===== src/rtl/approx_adder_error_monitor_if.sv =====
// approx_adder_error_monitor_if: host/sample bus of the approximate-adder error monitor.
// Worst-case capture signals exist only when APPROX_MON_WORST_CASE_EN is defined.
interface approx_adder_error_monitor_if #(
    parameter int OP_W  = 16,
    parameter int SUM_W = OP_W + 1,
    parameter int CNT_W = 32,
    parameter int ACC_W = 48
);
    logic             start;
    logic [CNT_W-1:0] num_samples;
    logic             in_valid;
    logic             in_ready;
    logic [OP_W-1:0]  in_a;
    logic [OP_W-1:0]  in_b;
    logic [SUM_W-1:0] in_approx;
    logic             busy;
    logic             done;
    logic [CNT_W-1:0] sample_count;
    logic [CNT_W-1:0] err_count;
    logic [ACC_W-1:0] sum_abs_err;
    logic [SUM_W-1:0] max_abs_err;
`ifdef APPROX_MON_WORST_CASE_EN
    logic [OP_W-1:0]  wc_a;
    logic [OP_W-1:0]  wc_b;
    logic [SUM_W-1:0] wc_approx;
`endif

    modport master (
        output start, num_samples, in_valid, in_a, in_b, in_approx,
        input  in_ready, busy, done, sample_count, err_count, sum_abs_err, max_abs_err
`ifdef APPROX_MON_WORST_CASE_EN
        , input wc_a, wc_b, wc_approx
`endif
    );

    modport slave (
        input  start, num_samples, in_valid, in_a, in_b, in_approx,
        output in_ready, busy, done, sample_count, err_count, sum_abs_err, max_abs_err
`ifdef APPROX_MON_WORST_CASE_EN
        , output wc_a, wc_b, wc_approx
`endif
    );
endinterface


===== src/rtl/approx_adder_error_monitor.sv =====
// approx_adder_error_monitor: accumulates error count, sum and max of |exact - approx| over a run.
// Define APPROX_MON_WORST_CASE_EN to also capture the operands of the first worst-case sample.
module approx_adder_error_monitor #(
    parameter int OP_W  = 16,
    parameter int SUM_W = OP_W + 1,
    parameter int CNT_W = 32,
    parameter int ACC_W = 48
) (
    input logic clk,
    input logic rst,
    approx_adder_error_monitor_if.slave io_mon
);
    typedef enum logic [1:0] {IDLE, RUN, DRAIN, DONE} state_t;

    state_t           r_state, w_next;
    logic [CNT_W-1:0] r_num, r_accepted, r_cnt, r_err;
    logic             r_ready, r_v1, r_v2;
    logic [SUM_W-1:0] r_diff, r_max;
    logic [ACC_W-1:0] r_sum;
    logic             w_start, w_accept;
    logic [SUM_W-1:0] w_exact, w_abs;
    logic [SUM_W:0]   w_delta;
    logic [ACC_W:0]   w_sum_ext;
`ifdef APPROX_MON_WORST_CASE_EN
    logic [OP_W-1:0]  r_a1, r_b1, r_wc_a, r_wc_b;
    logic [SUM_W-1:0] r_ap1, r_wc_ap;
`endif

    always_comb begin
        w_start   = io_mon.start && (r_state == IDLE || r_state == DONE);
        w_accept  = io_mon.in_valid && r_ready;
        w_exact   = SUM_W'(io_mon.in_a) + SUM_W'(io_mon.in_b);
        w_delta   = {1'b0, w_exact} - {1'b0, io_mon.in_approx};
        w_abs     = w_delta[SUM_W] ? SUM_W'(-w_delta) : w_delta[SUM_W-1:0];
        w_sum_ext = {1'b0, r_sum} + (ACC_W+1)'(r_diff);
        w_next    = r_state;
        unique case (r_state)
            IDLE, DONE: w_next = w_start ? RUN : r_state;
            RUN:        w_next = (r_accepted == r_num) ? DRAIN : RUN;
            DRAIN:      w_next = (r_v1 || r_v2) ? DRAIN : DONE;
            default:    w_next = IDLE;
        endcase
    end

    always_ff @(posedge clk) begin
        if (rst) begin
            r_state    <= IDLE;
            r_num      <= '0;
            r_accepted <= '0;
            r_ready    <= 1'b0;
            r_v1       <= 1'b0;
            r_v2       <= 1'b0;
            r_diff     <= '0;
            r_cnt      <= '0;
            r_err      <= '0;
            r_sum      <= '0;
            r_max      <= '0;
        end else begin
            r_state <= w_next;
            r_v1    <= w_accept;
            r_v2    <= r_v1;
            // ready looks ahead one acceptance so it drops right after the last one
            r_ready <= w_start ? (io_mon.num_samples != '0)
                               : (r_state == RUN && (r_accepted + CNT_W'(w_accept)) < r_num);
            if (w_accept)
                r_diff <= w_abs;
            if (w_start) begin
                r_num      <= io_mon.num_samples;
                r_accepted <= '0;
                r_cnt      <= '0;
                r_err      <= '0;
                r_sum      <= '0;
                r_max      <= '0;
            end else begin
                if (w_accept)
                    r_accepted <= r_accepted + 1'b1;
                if (r_v1) begin
                    r_cnt <= r_cnt + 1'b1;
                    r_err <= r_err + CNT_W'(r_diff != '0);
                    r_sum <= w_sum_ext[ACC_W] ? '1 : w_sum_ext[ACC_W-1:0];
                    r_max <= (r_diff > r_max) ? r_diff : r_max;
                end
            end
        end
    end

`ifdef APPROX_MON_WORST_CASE_EN
    always_ff @(posedge clk) begin
        if (rst) begin
            r_a1    <= '0;
            r_b1    <= '0;
            r_ap1   <= '0;
            r_wc_a  <= '0;
            r_wc_b  <= '0;
            r_wc_ap <= '0;
        end else begin
            if (w_accept) begin
                r_a1  <= io_mon.in_a;
                r_b1  <= io_mon.in_b;
                r_ap1 <= io_mon.in_approx;
            end
            if (w_start) begin
                r_wc_a  <= '0;
                r_wc_b  <= '0;
                r_wc_ap <= '0;
            end else if (r_v1 && r_diff > r_max) begin
                r_wc_a  <= r_a1;
                r_wc_b  <= r_b1;
                r_wc_ap <= r_ap1;
            end
        end
    end

    assign io_mon.wc_a      = r_wc_a;
    assign io_mon.wc_b      = r_wc_b;
    assign io_mon.wc_approx = r_wc_ap;
`endif

    assign io_mon.in_ready     = r_ready;
    assign io_mon.busy         = (r_state == RUN) || (r_state == DRAIN);
    assign io_mon.done         = (r_state == DONE);
    assign io_mon.sample_count = r_cnt;
    assign io_mon.err_count    = r_err;
    assign io_mon.sum_abs_err  = r_sum;
    assign io_mon.max_abs_err  = r_max;
endmodule


===== src/flat_wrapper.sv =====
// flat-port wrapper written by rule: the top's interface ports become plain ports
module approx_adder_error_monitor_flat 
#(
    parameter int OP_W  = 16,
    parameter int SUM_W = OP_W + 1,
    parameter int CNT_W = 32,
    parameter int ACC_W = 48
)
  (clk, rst, io_mon_start, io_mon_num_samples, io_mon_in_valid, io_mon_in_a, io_mon_in_b, io_mon_in_approx, io_mon_in_ready, io_mon_busy, io_mon_done, io_mon_sample_count, io_mon_err_count, io_mon_sum_abs_err, io_mon_max_abs_err);
  approx_adder_error_monitor_if #(.OP_W(OP_W), .SUM_W(SUM_W), .CNT_W(CNT_W), .ACC_W(ACC_W)) io_mon_i ();
  input logic clk;
  input logic rst;
  input wire logic [$bits(io_mon_i.start)-1:0] io_mon_start;
  input wire logic [$bits(io_mon_i.num_samples)-1:0] io_mon_num_samples;
  input wire logic [$bits(io_mon_i.in_valid)-1:0] io_mon_in_valid;
  input wire logic [$bits(io_mon_i.in_a)-1:0] io_mon_in_a;
  input wire logic [$bits(io_mon_i.in_b)-1:0] io_mon_in_b;
  input wire logic [$bits(io_mon_i.in_approx)-1:0] io_mon_in_approx;
  output wire logic [$bits(io_mon_i.in_ready)-1:0] io_mon_in_ready;
  output wire logic [$bits(io_mon_i.busy)-1:0] io_mon_busy;
  output wire logic [$bits(io_mon_i.done)-1:0] io_mon_done;
  output wire logic [$bits(io_mon_i.sample_count)-1:0] io_mon_sample_count;
  output wire logic [$bits(io_mon_i.err_count)-1:0] io_mon_err_count;
  output wire logic [$bits(io_mon_i.sum_abs_err)-1:0] io_mon_sum_abs_err;
  output wire logic [$bits(io_mon_i.max_abs_err)-1:0] io_mon_max_abs_err;
  assign io_mon_i.start = io_mon_start;
  assign io_mon_i.num_samples = io_mon_num_samples;
  assign io_mon_i.in_valid = io_mon_in_valid;
  assign io_mon_i.in_a = io_mon_in_a;
  assign io_mon_i.in_b = io_mon_in_b;
  assign io_mon_i.in_approx = io_mon_in_approx;
  assign io_mon_in_ready = io_mon_i.in_ready;
  assign io_mon_busy = io_mon_i.busy;
  assign io_mon_done = io_mon_i.done;
  assign io_mon_sample_count = io_mon_i.sample_count;
  assign io_mon_err_count = io_mon_i.err_count;
  assign io_mon_sum_abs_err = io_mon_i.sum_abs_err;
  assign io_mon_max_abs_err = io_mon_i.max_abs_err;
  approx_adder_error_monitor #(.OP_W(OP_W), .SUM_W(SUM_W), .CNT_W(CNT_W), .ACC_W(ACC_W)) u_core (.clk(clk), .rst(rst), .io_mon(io_mon_i));
endmodule

===== config.mk =====
export PLATFORM = sky130hd
export DESIGN_NAME = approx_adder_error_monitor_flat
export DESIGN_NICKNAME = d
export VERILOG_FILES = /design/src/rtl/approx_adder_error_monitor_if.sv /design/src/rtl/approx_adder_error_monitor.sv /design/src/flat_wrapper.sv
export SDC_FILE = /design/constraint.sdc
export NUM_CORES = 1
export LEC_CHECK = 0
export ABC_AREA = 1
export BUFFER_PORTS_ARGS = -buffer_cell sky130_fd_sc_hd__buf_2
export CORE_UTILIZATION = 50
export DETAILED_ROUTE_END_ITERATION = 8
export PLACE_DENSITY = 0.71
export RECOVER_POWER = 25
export SKIP_CTS_REPAIR_TIMING = 1
export SYNTH_ARGS = -nofsm -noshare
export SYNTH_HDL_FRONTEND = slang
export SYNTH_SLANG_ARGS = --single-unit

===== constraint.sdc =====
create_clock -name clk -period 3.8 [get_ports clk]
set_clock_uncertainty 0.05 [all_clocks]
set_input_delay 0.57 -clock clk [delete_from_list [all_inputs] [get_ports clk]]
set_output_delay 0.57 -clock clk [all_outputs]
set_load 0.005 [all_outputs]

==> reports/qor.yml, run 1 <==
floorplan:
  dieArea_mm2: 0.0308
  pin_count: 217
  die_width_um: 175
  core_area_mm2: 0.0296
  die_height_um: 175
  rows: 63
  start_util_pct: 50.7
routing:
  drt_iter0_drc: 1086
  vias_per_cell: 5.31
  via_count: 15600
  finalWirelength_mm: 42.5
  ant_nets: 0
  avgRoutedWirePerCell_um: 14.5
  drt_pass1_iterations: 6
  drc_errors: 0
final_layout:
  diodes: 0
  final_cell_mix: "nand2_1 (494), inv_1 (400), nor2_1 (260)"
  fin_area_mm2: 0.0173
  layout-drive-gt1-share_pct: 10.6
  finalNetCount: 2724
  area.growth.synth_to_final_pct: 14.8
  final_util_pct: 58.2
  layout_commonest_cell: "nand2_1"
timing:
  hold_viol: 0
  finalCritPeriodShare_pct: 85.3
  setup_violations: 0
  fin_hold_ws_ns: 0.269
  min_period_ns: 3.24
  finalWorstSetupSlack_ns: 0.559
  final_max_slew_viol_count: 0
  slew_headroom_pct: 27.9
  rsz0062_at_grt: "no"
  final.setup.tns_ns: 0
  worst_pin_slew_ns: 1.08
  fmax_ghz: 0.309
global_routing:
  use_met1_pct: 36.0
  grt_max_degree: 102
  use_met2_pct: 45.6
  grt_pass1_wl_mm: 68.6
  track_usage_pct: 27.1
  grt_pass1_vias: 14200
  grt_overflow: 0
  antenna_found_initial: 0
  globalRoute.busiestLayer: "met2"
  use_met3_pct: 3.27
cts:
  cts_buffers: 27
  insertion_delay_ns: 0.55
  h-tree-depth: 1
  cts-root-buf: "clkbuf_16"
  path_clk_slew_ns: 0.06
  cts_tree: "yes"
  clockBufferDepth: 3
  clock-sinks: 215
setup_path:
  cp_max_fo: 3
  critical_path_arrival_ns: 3.67
  cp-start-kind: "flip-flop"
  critPathRequiredTime_ns: 4.23
  rrSetupSlack_ns: 0.56
  crit_type: "flip-flop to flip-flop"
  critPathCaptureType: "flip-flop"
synthesis:
  ys_types: 53
  synth-seq-cells: 215
  synth.top_cell.area_share_pct: 28.6
  synth_nets: 2523
  ys_warn_count: 0
  ys_seq_area_share_pct: 28.6
  netlist_instances: 2328
  synth_area_mm2: 0.0150
  synth_top_cell_by_area: "dfxtp_1"
  synth_area_leaders: "dfxtp_1 (29%), nand2_1 (12%), inv_1 (10%)"
  avgSynthCellArea_um2: 6.46
placed_design:
  place.port_buffers: 216
  finalWeightedCongestion: 0.954
  placed_area_mm2: 0.0164
  dp_slack_ns: 0.296
  dpl.hpwl_mm: 32.6
flow_run:
  maxCapViolations: 0
hold_path:
  hp-class: "primary input to flip-flop"
power_and_ir_drop:
  leakagePower_nw: 7.96
  power_density_mw_per_mm2: 356
  peakVddDrop_v: 0.000313
run_status:
  status: "finished clean"
[synth_stat cells, drive strengths merged]
cell     count
o211ai       2
a22oi        1
a21boi       1
nor4        35
o21a         3
a21o         4
and3         4
buf         14
nand3b       7
a31oi        7
nand3      113
a221oi       1
o2111ai      1
fa          17
a311oi       1
ha          93
and2         4
dfxtp      215
nor2       268
o21ai      150
or2          6
clkbuf      39
nand4       52
nand2      507
nor3b        4
nor3        88
xnor2       22
o21bai       2
a211oi      10
xor2        61
a21oi      186
clkinv       5
o31ai        1
inv        404
[power by group]
part	switching (W)	internal, W
sequential	0.0000612	0.00232
combinational	0.000790	0.000444
clock	0.000992	0.00154
[logic make-up (layout without fill, tap and decap cells)]
| group | after synthesis | count (layout) | synth area share (%) |
|---|---|---|---|
| AND/OR/NAND/NOR | 1088 | 1088 | 31.6 |
| buffers and inverters | 462 | 682 | 11.8 |
| AO/OA/AOI/OAI | 370 | 370 | 13.1 |
| flip-flops | 215 | 215 | 28.6 |
| adder cells (fa/ha/maj) | 110 | 110 | 10.0 |
| XOR/XNOR | 83 | 83 | 4.84 |
[metal layers]
metal	share of wire, %	routed length [µm]
met2	45	19200
met4	3.1	1330
met5	0	0
met3	6.0	2540
met1	46	19400
[layout make-up]
cell class | instances | area (µm²)
Clock buffer | 43 | 826
Clock inverter | 5 | 53.8
Fill cell | 2979 | 12400
Inverter | 409 | 1540
Multi-Input combinational cell | 1651 | 8960
Sequential cell | 215 | 4310
Tap cell | 390 | 488
Timing Repair Buffer | 225 | 1090
[worst paths after layout]
kind / from / endpoint / depth (start not counted)
setup / recovery: u_core.io_mon.in_ready / u_core.io_mon.in_ready / 18
hold / removal: io_mon_num_samples[14] / u_core.r_num[14] / 3
setup reg to reg: u_core.io_mon.in_ready / u_core.io_mon.in_ready / 18
hold reg to reg: u_core.io_mon.sample_count[31] / u_core.io_mon.sample_count[31] / 2
[worst max-delay path, stage by stage, from the launching register on]
cell and delay, ns:
dfxtp_1 0.41, nand2_1 0.12, inv_1 0.09, ha_1 0.16
ha_1 0.19, inv_1 0.08, nor2_1 0.17, inv_1 0.08
nor2_1 0.18, inv_1 0.11, nor3_1 0.31, nand2_1 0.14
xor2_1 0.16, ha_1 0.17, a21oi_1 0.13, o21ai_0 0.11
a211oi_1 0.28, nand2_1 0.11, a21oi_1 0.12
[metrics by stage]
step           cells  total power (W)
6_report        2938          0.00615
5_1_grt         2938          0.00647
4_1_cts         2938          0.00619
3_5_place_dp    2890          0.00366
3_3_place_gp    2890          0.00362
2_1_floorplan   2328          0.00333
[flip-flops by register name (all words and copies together) (netlist names)]
register and count:
u_core.io_mon.err_count 32, u_core.io_mon.in_ready 1, u_core.io_mon.max_abs_err 17, u_core.io_mon.sample_count 32, u_core.io_mon.sum_abs_err 48, u_core.r_accepted 32
u_core.r_diff 17, u_core.r_num 32, u_core.r_state 2, u_core.r_v1 1, u_core.r_v2 1
No activity file was read; power rests on OpenSTA's default activity.
==> inputs of run 2 (changes only) <==
--- a/config.mk
+++ b/config.mk
@@ -5,11 +5,11 @@
 export SDC_FILE = /design/constraint.sdc
 export NUM_CORES = 1
 export LEC_CHECK = 0
-export ABC_AREA = 1
 export BUFFER_PORTS_ARGS = -buffer_cell sky130_fd_sc_hd__buf_2
+export CORE_ASPECT_RATIO = 1.25
 export CORE_UTILIZATION = 50
 export DETAILED_ROUTE_END_ITERATION = 8
-export PLACE_DENSITY = 0.71
+export PLACE_DENSITY = 0.72
 export RECOVER_POWER = 25
 export SKIP_CTS_REPAIR_TIMING = 1
 export SYNTH_ARGS = -nofsm -noshare
==> reports/qor.yml, run 2 <==
run_status:
  status: "finished clean"
synthesis:
  avgSynthCellArea_um2: 8.02  # +24%
  synth.top_cell.area_share_pct: 32.6  # +4.0 points
  synth_nets: 1842  # -27%
  netlist_instances: 1647  # -29%
  synth-seq-cells: 215  # unchanged
  ys.flop_type: "dfxtp_1"
  synth-edff-count: 0  # unchanged
  synth_top_cell_by_area: "dfxtp_1"
  ys_warn_count: 0  # unchanged
  synth_area_mm2: 0.0132  # -12%
  synthArstFlopShare_pct: 0  # unchanged
  ys_seq_area_share_pct: 32.6  # +4.0 points
  synth_area_leaders: "dfxtp_1 (33%), ha_1 (8.8%), xor2_1 (6.7%)"
  synth_most_common_cell: "dfxtp_1"
  synth_commonest_cells: "dfxtp_1 (215), nor2_1 (178), nand2_1 (148)"
  ys_types: 65  # +23%
setup_path:
  crit_type: "flip-flop to flip-flop"
  cp_num_buf_inv: 2  # -2
  critPathRequiredTime_ns: 4.18  # -0.05 ns
  cp-start-kind: "flip-flop"
  cp_top_family: "simple AND/OR/NAND/NOR gates"
  cp_max_fo: 3  # unchanged
  critPathMaxStageDelay_ns: 0.39  # -0.02 ns
  crit_path_top_delay_cell: "dfxtp_1"
  critPathCaptureType: "flip-flop"
  crit_path_frequent_cell: "ha_1"
  critical_path_arrival_ns: 3.96  # +0.29 ns
  path_cells: "nand2_1 > inv_1 > ha_1 > ha_1 > nand3_1 > buf_4 > nor2_1 > nand4_1 > nor2_1 > xor2_1 > ha_1 > nor2b_1 > o21ai_0 > nand4b_1 > nor2_2 > o211ai_1 > a21oi_1 > o221ai_1 > a31oi_1"
timing:
  setup_violations: 0  # unchanged
  fmax_ghz: 0.280  # -9.3%
  final_max_slew_viol_count: 0  # unchanged
  hold_viol: 0  # unchanged
  finalCritPeriodShare_pct: 94.0  # +8.7 points
  final.setup.tns_ns: 0  # unchanged
  min_period_ns: 3.57  # +0.331 ns
  worst_pin_slew_ns: 1.25  # +0.165 ns
  rsz0062_at_grt: "no"
  slew_headroom_pct: 16.9  # -11 points
cts:
  clock-sinks: 215  # unchanged
  cts_buffers: 22  # -19%
  cts_tree: "yes"
  h-tree-depth: 1  # unchanged
  insertion_delay_ns: 0.51  # -0.04 ns
  path_clk_slew_ns: 0.06  # about the same
  clockBufferDepth: 3  # unchanged
  cts-root-buf: "clkbuf_16"
routing:
  ant_nets: 0  # unchanged
  finalWirelength_mm: 32.8  # -23%
  drt_iter0_drc: 538  # -50%
  drt_pass1_iterations: 5  # -1
  avgRoutedWirePerCell_um: 14.6  # +1.1%
  drc_errors: 0  # unchanged
  vias_per_cell: 5.36  # +1.0%
  via_count: 12000  # -23%
floorplan:
  die_height_um: 184  # +4.8%
  die_width_um: 147  # -16%
  pin_count: 217  # unchanged
  dieArea_mm2: 0.0271  # -12%
  rows: 66  # +4.8%
  start_util_pct: 50.8  # +0.065 points
  core_area_mm2: 0.0260  # -12%
global_routing:
  grt_pass1_vias: 11300  # -21%
  grt_overflow: 0  # unchanged
  track_usage_pct: 23.8  # -3.3 points
  grt_pass1_wl_mm: 53.3  # -22%
  antenna_found_initial: 2  # +2
  grt_max_degree: 56  # -45%
flow_run:
  maxCapViolations: 0  # unchanged
power_and_ir_drop:
  total_power_w: 0.00598  # -2.7%
  power_density_mw_per_mm2: 380  # +6.7%
  peakVddDrop_v: 0.000220  # -30%
  leakagePower_nw: 6.90  # -13%
final_layout:
  final_cell_count_no_fill: 2246  # -24%
  layout-drive-gt1-share_pct: 15.6  # +5.0 points
  final_cell_mix: "dfxtp_1 (215), nor2_1 (177), buf_2 (170)"
  area.growth.synth_to_final_pct: 19.1
  layout_commonest_cell: "dfxtp_1"
  finalNetCount: 2083  # -24%
  largest_reg_flops: 48  # unchanged
placed_design:
  dpl.hpwl_mm: 25.4  # -22%
  finalWeightedCongestion: 0.953  # about the same
  dp_cells: 2204  # -24%
  place.port_buffers: 216  # unchanged
hold_path:
  hp-class: "primary input to flip-flop"
## run 2: layout make-up
type / count / area (µm²)
clock inverters: 7 / 115
diodes: 4 / 10.0
multi-input cells: 1217 / 8070
flip-flops and latches: 215 / 4300
well taps: 340 / 425
clock buffers: 31 / 656
inverters: 142 / 533
fillers: 2393 / 10300
repair buffers: 290 / 1610
## run 2: worst paths after layout
path         cells after the start              startpoint  slack, ns                endpoint
max                             19  u_core.io_mon.in_ready       0.23  u_core.io_mon.in_ready
min                              3  io_mon_num_samples[29]       0.25        u_core.r_num[29]
max reg2reg                     19  u_core.io_mon.in_ready       0.23  u_core.io_mon.in_ready
min reg2reg                      2         u_core.r_num[5]       0.43         u_core.r_num[5]
## run 2: metal layers
metal	vias to the layer above	wire, µm	part of all wire [%]	global-route usage (%)
met4	2	1080	3.3	9.15
met5	-	13	0.040	0
li1	6099	-	-	-
met2	330	15400	47	41.1
met1	5530	14400	44	29.2
met3	79	2000	6.1	4.24
## run 2: worst min-delay path: stages
cell	delay (ns)
buf_2	0.10
nand2_1	0.05
a21oi_1	0.05
## run 2: stage by stage
step | hold WS [ns] | area [µm²] | utilization (%) | setup WS [ns]
detailed placement | 0.430 | 15000 | 57.7 | -0.292
floorplan | 0.412 | 13200 | - | 0.0297
finish | 0.252 | 15700 | 60.5 | 0.227
CTS | 0.239 | 15800 | 60.6 | 0.229
global route | 0.260 | 15700 | 60.4 | 0.00482
global placement | 0.426 | 15000 | 57.7 | -0.200
## run 2: kinds of logic after synthesis
family          synth area share (%)
mux                             1.59
fa+ha+maj                       11.4
buf+inv                         6.49
compound gates                  13.1
simple gates                    21.7
xor+xnor                        13.1
flops                           32.6
## run 2: where the power goes
part           internal [W]  switching, W
Combinational      0.000601      0.000682
Clock               0.00140      0.000915
Sequential          0.00231     0.0000708
